[config.mk]
export PLATFORM = sky130hd
export DESIGN_NAME = byte_queue
export DESIGN_NICKNAME = d
export VERILOG_FILES = /design/src/rtl/byte_queue_pkg.sv /design/src/rtl/queue_mem.sv /design/src/rtl/byte_queue.sv
export SDC_FILE = /design/constraint.sdc
export NUM_CORES = 1
export LEC_CHECK = 0
export ABC_AREA = 1
export CAP_MARGIN = 30
export CORE_MARGIN = 2
export CORE_UTILIZATION = 53
export DETAILED_ROUTE_END_ITERATION = 6
export PLACE_DENSITY = 0.85
export SLEW_MARGIN = 10
export SYNTH_ARGS = -nofsm -noshare
export SYNTH_HDL_FRONTEND = slang
export SYNTH_HIERARCHICAL = 1
export SYNTH_SLANG_ARGS = --single-unit
[constraint.sdc]
create_clock -name clock_10KHz -period 1.75 [get_ports clock_10KHz]
set_input_delay 0.35 -clock clock_10KHz [delete_from_list [all_inputs] [get_ports clock_10KHz]]
set_output_delay 0.35 -clock clock_10KHz [all_outputs]
set_load 0.01 [all_outputs]
[src/rtl/byte_queue_pkg.sv]
// ----------------------------------------------------------------------------
// byte_queue_pkg
//   Shared definitions for the byte queue that sits behind the deserializer:
//   default geometry and the enqueue handshake state type.
// ----------------------------------------------------------------------------
package byte_queue_pkg;

    localparam int WIDTH = 8;  // bits per entry
    localparam int DEPTH = 8;  // number of entries, power of two
    localparam int LEN_W = 4;  // occupancy width, 2**LEN_W > DEPTH

    // ARMED : ready to take the next byte offered by the deserializer.
    // DRAIN : a byte was just taken; wait for data_ready to fall so a
    //         level-held valid cannot be written twice.
    typedef enum logic {
        ARMED = 1'b0,
        DRAIN = 1'b1
    } enq_state_t;

endpackage : byte_queue_pkg

[src/rtl/queue_mem.sv]
// ----------------------------------------------------------------------------
// queue_mem
//   DEPTH x WIDTH register file: one synchronous write port, one
//   combinational read port.
//
//   Ports:
//     clock_10KHz  in   write clock
//     we           in   write enable
//     waddr        in   write address
//     wdata        in   write data
//     raddr        in   read address
//     rdata        out  read data, combinational from raddr
// ----------------------------------------------------------------------------
module queue_mem #(
    parameter int WIDTH = byte_queue_pkg::WIDTH,
    parameter int DEPTH = byte_queue_pkg::DEPTH,
    parameter int AW    = $clog2(DEPTH)
) (
    input  logic             clock_10KHz,
    input  logic             we,
    input  logic [AW-1:0]    waddr,
    input  logic [WIDTH-1:0] wdata,
    input  logic [AW-1:0]    raddr,
    output logic [WIDTH-1:0] rdata
);

    logic [WIDTH-1:0] mem [DEPTH];

    // NOTE: storage has no reset; an entry is only read after it was
    // written, so clearing it would just cost a reset net per bit.
    always_ff @(posedge clock_10KHz) begin
        if (we) begin
            mem[waddr] <= wdata;
        end
    end

    assign rdata = mem[raddr];

endmodule : queue_mem

[src/rtl/byte_queue.sv]
// ----------------------------------------------------------------------------
// byte_queue
//   8-entry circular byte FIFO directly downstream of the deserializer.
//   A byte offered on enqueue_in is written once and confirmed with a
//   one-cycle ack_out pulse; the handshake FSM then waits for enqueue_in to
//   fall before it will take another byte. Bytes leave in order on
//   dequeue_in; data_out holds the last popped byte.
//
//   Ports:
//     clock_10KHz  in   block clock, all state on its rising edge
//     reset        in   asynchronous, active-low
//     data_in      in   byte from the deserializer
//     enqueue_in   in   byte valid (deserializer data_ready)
//     ack_out      out  one-cycle accept pulse (deserializer ack_in)
//     dequeue_in   in   pop request from the consumer
//     data_out     out  last popped byte
//     len_out      out  occupancy, 0..DEPTH
//     full_out     out  len_out == DEPTH
//     empty_out    out  len_out == 0
// ----------------------------------------------------------------------------
module byte_queue
    import byte_queue_pkg::*;
#(
    parameter int WIDTH = byte_queue_pkg::WIDTH,
    parameter int DEPTH = byte_queue_pkg::DEPTH,
    parameter int LEN_W = byte_queue_pkg::LEN_W
) (
    input  logic             clock_10KHz,
    input  logic             reset,
    input  logic [WIDTH-1:0] data_in,
    input  logic             enqueue_in,
    output logic             ack_out,
    input  logic             dequeue_in,
    output logic [WIDTH-1:0] data_out,
    output logic [LEN_W-1:0] len_out,
    output logic             full_out,
    output logic             empty_out
);

    localparam int               PTR_W  = $clog2(DEPTH);
    localparam logic [LEN_W-1:0] FULL_N = LEN_W'(DEPTH);

    enq_state_t       state, next_state;
    logic [PTR_W-1:0] wr_ptr, rd_ptr;
    logic [LEN_W-1:0] count, next_count;
    logic             wr_en, pop_en;
    logic [WIDTH-1:0] rd_data;

    // ------------------------------------------------------------------
    // Enqueue handshake FSM
    // ------------------------------------------------------------------
    // NOTE: state registers use non-blocking assignment so every flop
    // samples pre-edge values regardless of process order.
    always_ff @(posedge clock_10KHz or negedge reset) begin
        if (!reset) begin
            state <= ARMED;
        end else begin
            state <= next_state;
        end
    end

    // NOTE: defaults first, so no path through the case leaves an output
    // unassigned and no latch is inferred.
    always_comb begin
        next_state = state;
        wr_en      = 1'b0;
        unique case (state)
            ARMED: begin
                // Full is judged on the registered count: when full the
                // byte waits upstream and is retried while still ARMED.
                if (enqueue_in && !full_out) begin
                    wr_en      = 1'b1;
                    next_state = DRAIN;
                end
            end
            DRAIN: begin
                if (!enqueue_in) begin
                    next_state = ARMED;
                end
            end
            default: next_state = ARMED;
        endcase
    end

    // Pop is judged on the registered count too: a pop issued while empty
    // is dropped even if a write lands in the same cycle.
    assign pop_en = dequeue_in && !empty_out;

    // Accept pulse follows the write edge by one cycle; DRAIN guarantees
    // at least one idle cycle before the next write, so it never repeats
    // back to back.
    always_ff @(posedge clock_10KHz or negedge reset) begin
        if (!reset) begin
            ack_out <= 1'b0;
        end else begin
            ack_out <= wr_en;
        end
    end

    // ------------------------------------------------------------------
    // Pointers and storage; DEPTH is a power of two so pointers wrap by
    // natural overflow.
    // ------------------------------------------------------------------
    always_ff @(posedge clock_10KHz or negedge reset) begin
        if (!reset) begin
            wr_ptr <= '0;
            rd_ptr <= '0;
        end else begin
            if (wr_en)  wr_ptr <= wr_ptr + 1'b1;
            if (pop_en) rd_ptr <= rd_ptr + 1'b1;
        end
    end

    queue_mem #(
        .WIDTH (WIDTH),
        .DEPTH (DEPTH),
        .AW    (PTR_W)
    ) u_mem (
        .clock_10KHz (clock_10KHz),
        .we          (wr_en),
        .waddr       (wr_ptr),
        .wdata       (data_in),
        .raddr       (rd_ptr),
        .rdata       (rd_data)
    );

    always_ff @(posedge clock_10KHz or negedge reset) begin
        if (!reset) begin
            data_out <= '0;
        end else if (pop_en) begin
            data_out <= rd_data;
        end
    end

    // ------------------------------------------------------------------
    // Occupancy. Flags are registered from the next count so they come
    // straight off flops and change together with len_out.
    // ------------------------------------------------------------------
    always_comb begin
        next_count = count;
        unique case ({wr_en, pop_en})
            2'b10:   next_count = count + LEN_W'(1);
            2'b01:   next_count = count - LEN_W'(1);
            default: next_count = count;
        endcase
    end

    always_ff @(posedge clock_10KHz or negedge reset) begin
        if (!reset) begin
            count     <= '0;
            full_out  <= 1'b0;
            empty_out <= 1'b1;
        end else begin
            count     <= next_count;
            full_out  <= (next_count == FULL_N);
            empty_out <= (next_count == '0);
        end
    end

    assign len_out = count;

endmodule : byte_queue

==> flow_metrics.tcl, run 1 <==
set metrics [dict create \
    worst-path-buf-inv 3 \
    antenna_left 0 \
    ys_seq_area_share_pct 62.84 \
    synth-simple-area-share_pct 23.11 \
    dr.pass1.iters 4 \
    ys_async_sr_fraction_pct 25.58 \
    yosys.area.top_type "edfxtp_1" \
    cts_root_buf "clkbuf_8" \
    grt_max_degree 35 \
    cp.required_ns 2.04 \
    crit_family "buffers and inverters" \
    hp-class "in -> reg" \
    power.internal_uw 4496 \
    synth_nets 426 \
    vias_per_cell 4.907 \
    switchingPower_uw 2720 \
    synth_top_family_by_area "simple AND/OR/NAND/NOR gates" \
    critical-path-slowest-cell "clkdlybuf4s50_1" \
    stdcell_area_mm2 0.004691 \
    cts_buffers 9 \
    clkPwrFrac_pct 18.8 \
    num_rows 31 \
    io_pins 27 \
    hold_viol 0 \
    whs_endpoint "state" \
    synthAdderAreaFrac_pct 1.271 \
    synth-compound-area-share_pct 0.6039 \
    drt_iter0_drc 210 \
    synth-edff-count 64 \
    r2r_start "empty_out" \
    ir_worst_vdd_v 0.0006058 \
    wirelength_mm 7.996 \
    setup_viol 0 \
    critical_path.max_stage_delay_ns 0.47 \
    syn_avg_cell_area_um2 9.601 \
    powerDensity_mw_per_mm2 1538 \
    ctsHoldBuffers 0 \
    synth_seq_cells 86 \
    seq_power_share_pct 39.0 \
    rrSetupSlack_ns 0.02 \
    clkTransAtPathRegs_ns 0.09 \
    fin_crit_sh_pct 99.98 \
    synth_most_common_cell "nand2_1" \
    diodes 0 \
    yosys_warnings 6 \
    path_cells "clkdlybuf4s50_1 > inv_2 > nor2_8 > nand3_4 > nand2_4 > inv_2 > ha_4 > a21oi_2 > xor2_1 > o21ai_2 > nand2_1 > nor2_1" \
    synth_commonest_cells "nand2_1 (156), inv_1 (80), edfxtp_1 (64), nand3_1 (37), dfrtp_1 (21)" \
    antenna_found_initial 0 \
    cts.sinks 86 \
    wl_met1_mm 3.249 \
    dieArea_mm2 0.008132 \
    max_slew_margin_pct 77.06 \
    syn_inst 410 \
    worstSetupPathType "in -> reg" \
    ff2ff_path_depth 11 \
    yosys.area.top_type_share_pct 48.82 \
    ys.flop_type "edfxtp_1" \
    crit_path_max_fanout 4 \
    layout-drive-gt1-share_pct 14.93 \
    p_leak_uw 0.002233 \
    grt_pass1_vias 2706 \
    synthMuxAreaShare_pct 0 \
    htreeDepth 3 \
    hold_depth 3 \
    dr_wl_met3_um 502 \
    synthXorXnorAreaFrac_pct 1.558 \
    hold_ws_ns 0.3021 \
    initial_core_util_pct 54.56 \
    skew_ns 0.01732 \
    p_sw_share_pct 37.69 \
    grt.total_usage_pct 19.63 \
    path_common_cell "inv_2" \
    nFillCells 540 \
    crit_arrival_ns 2.04 \
    dp_hpwl_mm 5.074 \
    grt_overflow 0 \
    placed_area_mm2 0.004417 \
    cts_buffer_depth 2 \
    tritoncts "yes" \
    pwr-share-comb_pct 42.2 \
    synthTopCellsByArea "edfxtp_1 (49%), nand2_1 (15%), dfrtp_1 (13%), inv_1 (7.6%), nand3_1 (4.7%)" \
    regArea_mm2 0.002476 \
    dr_wl_met2_mm 4.018 \
    port_buffers 26 \
    drcViolationCount 0 \
    worst_slew_pin_slew_ns 0.3441 \
    syn_area_mm2 0.003936 \
    endpoint_kind "flop" \
    die_w_um 90.18 \
    drv_cap 0 \
    reg2reg_to "empty_out" \
    ys_types 27 \
    fmax_mhz 571.6 \
    clkLatencyLatePin_ns 0.35 \
    wire_per_inst_um 14.08 \
    hold_path.startpoint "enqueue_in" \
    multi_input_area_mm2 0.001106 \
    place_congestion 0.8230 \
    min_period_ns 1.750 \
    core_area_mm2 0.007214 \
    rsz0062_at_grt "yes" \
    slew_viol_final 0 \
    highest_layer "met4" \
    die_h_um 90.18 \
    setup.worst_path.start_class "primary input" \
    vias 2787 \
    grt_pass1_wl_mm 12.32 \
    final_nets 480 \
    syn_to_final_growth_pct 19.17 \
    outcome "complete, no violations" \
]
## layout make-up
cell class              count  area share (%)
multi-input cells         229           23.58
well taps                  99           2.641
clock buffers              11           2.801
repair buffers             55           10.24
flip-flops and latches     86           52.79
inverters                  83           6.695
clock inverters             5           1.254
## routing by layer
metal  vias up  global-route usage, %
li1       1364                      -
met1      1303                  23.42
met2       103                  32.52
met3        17                  3.856
met4         0                  12.82
met5         -                      0
## metrics by stage
step           setup WS (ns)  utilization (%)  std cells  power (uW)  TNS (ns)
4_1_cts              0.02009            64.00        565        7022         0
6_report           0.0004303            65.02        568        7216         0
3_5_place_dp         -0.3737            61.22        548        5619    -18.41
2_1_floorplan       0.004725                -        410        4794         0
3_3_place_gp         -0.2871            61.22        548        5503    -15.37
5_1_grt             -0.08599            65.02        568        7685   -0.3495
## worst max path at each step
stage / slack, ns / from / cells past startpoint / end
after floorplan: 0.005 / empty_out / 7 / full_out
after global placement: -0.29 / enqueue_in / 12 / full_out
after detailed placement: -0.37 / enqueue_in / 12 / empty_out
after CTS: 0.02 / empty_out / 11 / empty_out
after global routing: -0.09 / full_out / 12 / full_out
final: 0.0004 / dequeue_in / 12 / empty_out
## kinds of logic (layout without fill, tap and decap cells)
logic type / Yosys count / in the layout
and+or+nand+nor: 214 / 214
buffers and inverters: 95 / 154
DFF: 86 / 86
xor gates and xnor gates: 7 / 7
adders and majority gates: 4 / 4
AOI/OAI and AO/OA: 4 / 4
## worst register-to-register path, cell delays in order (launching register included)
cell and delay (ns):
dfstp_2 0.59, nor2_8 0.06, nand2_4 0.07, nand2_4 0.06, nand2_4 0.08, inv_2 0.04
ha_4 0.14, a21oi_2 0.15, xor2_1 0.11, o21ai_2 0.18, nand2_1 0.09, nor2_1 0.11
## flip-flops by register name (all words and copies together), names as in the netlist
signal / flops
ack_out: 1
data_out: 8
empty_out: 1
full_out: 1
len_out: 4
rd_ptr: 3
state: 1
u_mem/mem: 64
wr_ptr: 3
## power groups by stage
stage	Combinational [uW]	Clock (uW)	Sequential [uW]
2_1_floorplan	1900	0	2890
3_3_place_gp	2660	0	2840
3_5_place_dp	2760	0	2860
4_1_cts	2840	1380	2800
5_1_grt	3370	1450	2860
6_report	3050	1350	2820
## repair_timing
action / in CTS / in global routing
buffers inserted: 1 / 3
setup endpoints to repair: 4 / 14
pin swaps: 0 / 9
gates resized for setup: 2 / 18
endpoints found under the hold margin: 0 / 0
## cells in the final DEF (no fill, tap or decap), drive strengths merged
cell type,Yosys,final
nand3,40,40
buf,12,30
a21oi,1,1
nand2,160,160
ha,4,4
clkinv,1,2
edfxtp,64,64
dlymetal6s2s,0,1
dlygate4sd2,0,1
nor2,13,13
or2,1,1
clkbuf,0,11
dfstp,1,1
xnor2,5,5
clkinvlp,0,2
clkdlybuf4s50,0,23
bufinv,0,1
xor2,2,2
o21ai,3,3
dfrtp,21,21
inv,82,83
Power figures use the tool's default switching activity.
==> inputs of run 2 (changes only) <==
--- a/config.mk
+++ b/config.mk
@@ -8,11 +8,11 @@
 export ABC_AREA = 1
 export CAP_MARGIN = 30
 export CORE_MARGIN = 2
-export CORE_UTILIZATION = 53
+export CORE_UTILIZATION = 52
 export DETAILED_ROUTE_END_ITERATION = 6
-export PLACE_DENSITY = 0.85
+export MAX_ROUTING_LAYER = met4
+export PLACE_DENSITY = 0.84
 export SLEW_MARGIN = 10
 export SYNTH_ARGS = -nofsm -noshare
 export SYNTH_HDL_FRONTEND = slang
-export SYNTH_HIERARCHICAL = 1
 export SYNTH_SLANG_ARGS = --single-unit
==> run 2 against run 1 <==
  * Synthesized area is 11% lower
  * Wire length is 10% lower
  * Die area fell by 9.2%
  * Final cell count decreased by 27%
  * First-iteration DRC count fell by 17%
  * Sequential power about the same
  * Via count decreased by 16%
  * Clock skew decreased by 0.0030 ns
  * Largest cell class unchanged
  * Fmax is 2.6% higher
  * Register-to-register slack improved by 0.03 ns
  * Worst hold slack improved by 0.0036 ns
  * Power fell by 9.5%
==> flow_metrics.tcl, run 2 <==
set metrics [dict create \
    outcome "complete, no violations" \
    ys_async_sr_fraction_pct 25.58 \
    syn_inst 285 \
    hold_viol 0 \
    hp-class "in -> reg" \
    clkLatencyLatePin_ns 0.35 \
    p_sw_share_pct 36.59 \
    synth_nets 301 \
    final.setup.tns_ns 0 \
    clkTransAtPathRegs_ns 0.09 \
    drv_cap 0 \
    num_rows 29 \
    ir_worst_vdd_v 0.0007075 \
    worstSetupPathType "reg -> out" \
    clkPwrFrac_pct 18.2 \
    worst-path-buf-inv 1 \
    setup_viol 0 \
    port_buffers 26 \
    drt_iter0_drc 175 \
    antenna_left 0 \
    cts_buffer_depth 2 \
    tritoncts "yes" \
    vias 2352 \
    grt_pass1_vias 2368 \
    ys.flop_type "edfxtp_1" \
    drcViolationCount 0 \
    switchingPower_uw 2390 \
    wire_per_inst_um 17.25 \
    worst_slew_pin_slew_ns 0.4804 \
    cp.required_ns 1.40 \
    io_pins 27 \
    fmax_mhz 586.6 \
    grt_max_degree 33 \
    cts_root_buf "clkbuf_8" \
    whs_endpoint "state" \
    crit_family "buffers and inverters" \
    syn_area_mm2 0.003490 \
    synthTopCellsByArea "edfxtp_1 (55%), dfrtp_1 (15%), o21ai_0 (5.0%), nor2_1 (4.7%), nand2_1 (4.4%)" \
    crit_arrival_ns 1.35 \
    place_congestion 0.8657 \
    yosys_warnings 0 \
    critical_path.max_stage_delay_ns 0.57 \
    slew_viol_final 0 \
    rrSetupSlack_ns 0.05 \
    reg2reg_to "u_mem.mem[0][0]" \
    layout_commonest_cell "edfxtp_1" \
    powerDensity_mw_per_mm2 1560 \
    power.internal_uw 4141 \
    critical-path-slowest-cell "clkdlybuf4s50_1" \
    fin_crit_sh_pct 97.41 \
    final_nets 349 \
    top_register "u_mem.mem" \
    dpl.cell_count 398 \
    final_cell_count_no_fill 415 \
    path_cells "clkdlybuf4s50_1" \
    htreeDepth 3 \
    yosys.area.top_type "edfxtp_1" \
    die_w_um 85.92 \
    grt_overflow 0 \
    synth_seq_cells 86 \
    syn_avg_cell_area_um2 12.24 \
    min_period_ns 1.705 \
    p_leak_uw 0.001604 \
    yosys.area.top_type_share_pct 55.07 \
    synth_most_common_cell "edfxtp_1" \
    cts.sinks 86 \
    seq_power_share_pct 43.3 \
    cts_buffers 9 \
    nFillCells 442 \
    layout-drive-gt1-share_pct 15.98 \
    dp_hpwl_mm 4.883 \
    syn_to_final_growth_pct 20.01 \
    dr.pass1.iters 5 \
    setup.worst_path.start_class "flop" \
    hold_depth 3 \
    synth_commonest_cells "edfxtp_1 (64), nor2_1 (44), nand2_1 (41), o21ai_0 (35), dfrtp_1 (21)" \
    synth-edff-count 64 \
    diodes 0 \
    antenna_found_initial 0 \
    rsz0062_at_grt "yes" \
    vias_per_cell 5.667 \
    crit_path_max_fanout 4 \
    die_h_um 85.92 \
    ys_types 25 \
    max_slew_margin_pct 67.94 \
    place_ws_ns -0.3545 \
    ys_seq_area_share_pct 70.89 \
    initial_core_util_pct 54.33 \
    largest_register_ffs 64 \
    grt_pass1_wl_mm 11.61 \
    r2r_start "full_out" \
    dieArea_mm2 0.007382 \
    pwr-share-comb_pct 38.5 \
    endpoint_kind "output port" \
    skew_ns 0.01433 \
    ff2ff_path_depth 6 \
    fin_ws_ns 0.04528 \
    mostFrequentLayoutCells "edfxtp_1 (64), nor2_1 (44), nand2_1 (39), o21ai_0 (35), clkdlybuf4s50_1 (23)" \
    grt.total_usage_pct 21.74 \
    core_area_mm2 0.006422 \
    hold_path.startpoint "enqueue_in" \
    wirelength_mm 7.157 \
]
## run 2: cell types whose count changed after synthesis, moves of 5 or more
cell | before | now
o221ai_1 | 0 | 13
inv_1 | 80 | 16
buf_6 | 6 | 0
nand2_1 | 156 | 41
o21ai_0 | 1 | 35
nand3_1 | 37 | 12
nor2_1 | 12 | 44
clkbuf_1 | 0 | 5
## run 2: what timing repair did
item,CTS,global route
hold buffers,0,0
gates cloned,0,0
endpoints found under the setup margin,2,35
pin swaps,3,7
setup buffers,1,1
endpoints found under the hold margin,0,0
gates resized for setup,4,9
## run 2: final cells by class
| type | count | area [um^2] | share of cell area, % |
|---|---|---|---|
| timing repair buffer | 47 | 437.9 | 10.46 |
| clock buffer | 10 | 127.6 | 3.047 |
| tap | 77 | 96.34 | 2.301 |
| clock inverter | 6 | 36.28 | 0.8664 |
| multi-input combinational | 172 | 950.9 | 22.71 |
| sequential | 86 | 2475 | 59.10 |
| inverter | 17 | 63.81 | 1.524 |
## run 2: kinds of logic (layout without fill, tap and decap cells)
kind of cell             after synthesis  in the layout  synth area share (%)
adder cells (fa/ha/maj)                4              4                 1.434
XOR/XNOR                               6              6                 1.506
AO/OA/AOI/OAI                         57             57                 10.11
buffers and inverters                 27             80                 3.047
flip-flops                            86             86                 70.89
AND/OR/NAND/NOR                      105            105                 13.02
## run 2: power by group through the flow
stage | clock network, uW | registers (uW) | logic (uW)
2_1_floorplan | 0 | 2900 | 1410
3_3_place_gp | 0 | 2840 | 2300
3_5_place_dp | 0 | 2870 | 2400
4_1_cts | 1200 | 2830 | 2430
5_1_grt | 1280 | 2870 | 2790
6_report | 1190 | 2830 | 2510
## run 2: stage by stage
step                      hold WS [ns]  total power, uW  instance area, um^2  util [%]
after floorplan                0.05441             4318                 3502         -
after global placement          0.4636             5145                 3979     61.95
after detailed placement        0.4660             5268                 3979     61.95
after CTS                       0.3379             6465                 4150     64.62
after global routing            0.3218             6945                 4188     65.21
final                           0.3057             6531                 4188     65.21
## run 2: worst max path at each step
stage	end	slack (ns)	startpoint	cells past startpoint
after floorplan	full_out	0.02	empty_out	7
after global placement	u_mem.mem[4][0]	-0.31	enqueue_in	6
after detailed placement	full_out	-0.35	enqueue_in	12
after CTS	len_out[0]	0.01	len_out[0]	1
after global routing	full_out	-0.03	full_out	12
final	len_out[3]	0.05	len_out[3]	1
## run 2: per-layer routing
metal  track usage, %  wire [um]
met5                -          0
met4            8.658         36
met3            3.850        447
met2            33.69       3539
met1            28.69       3134
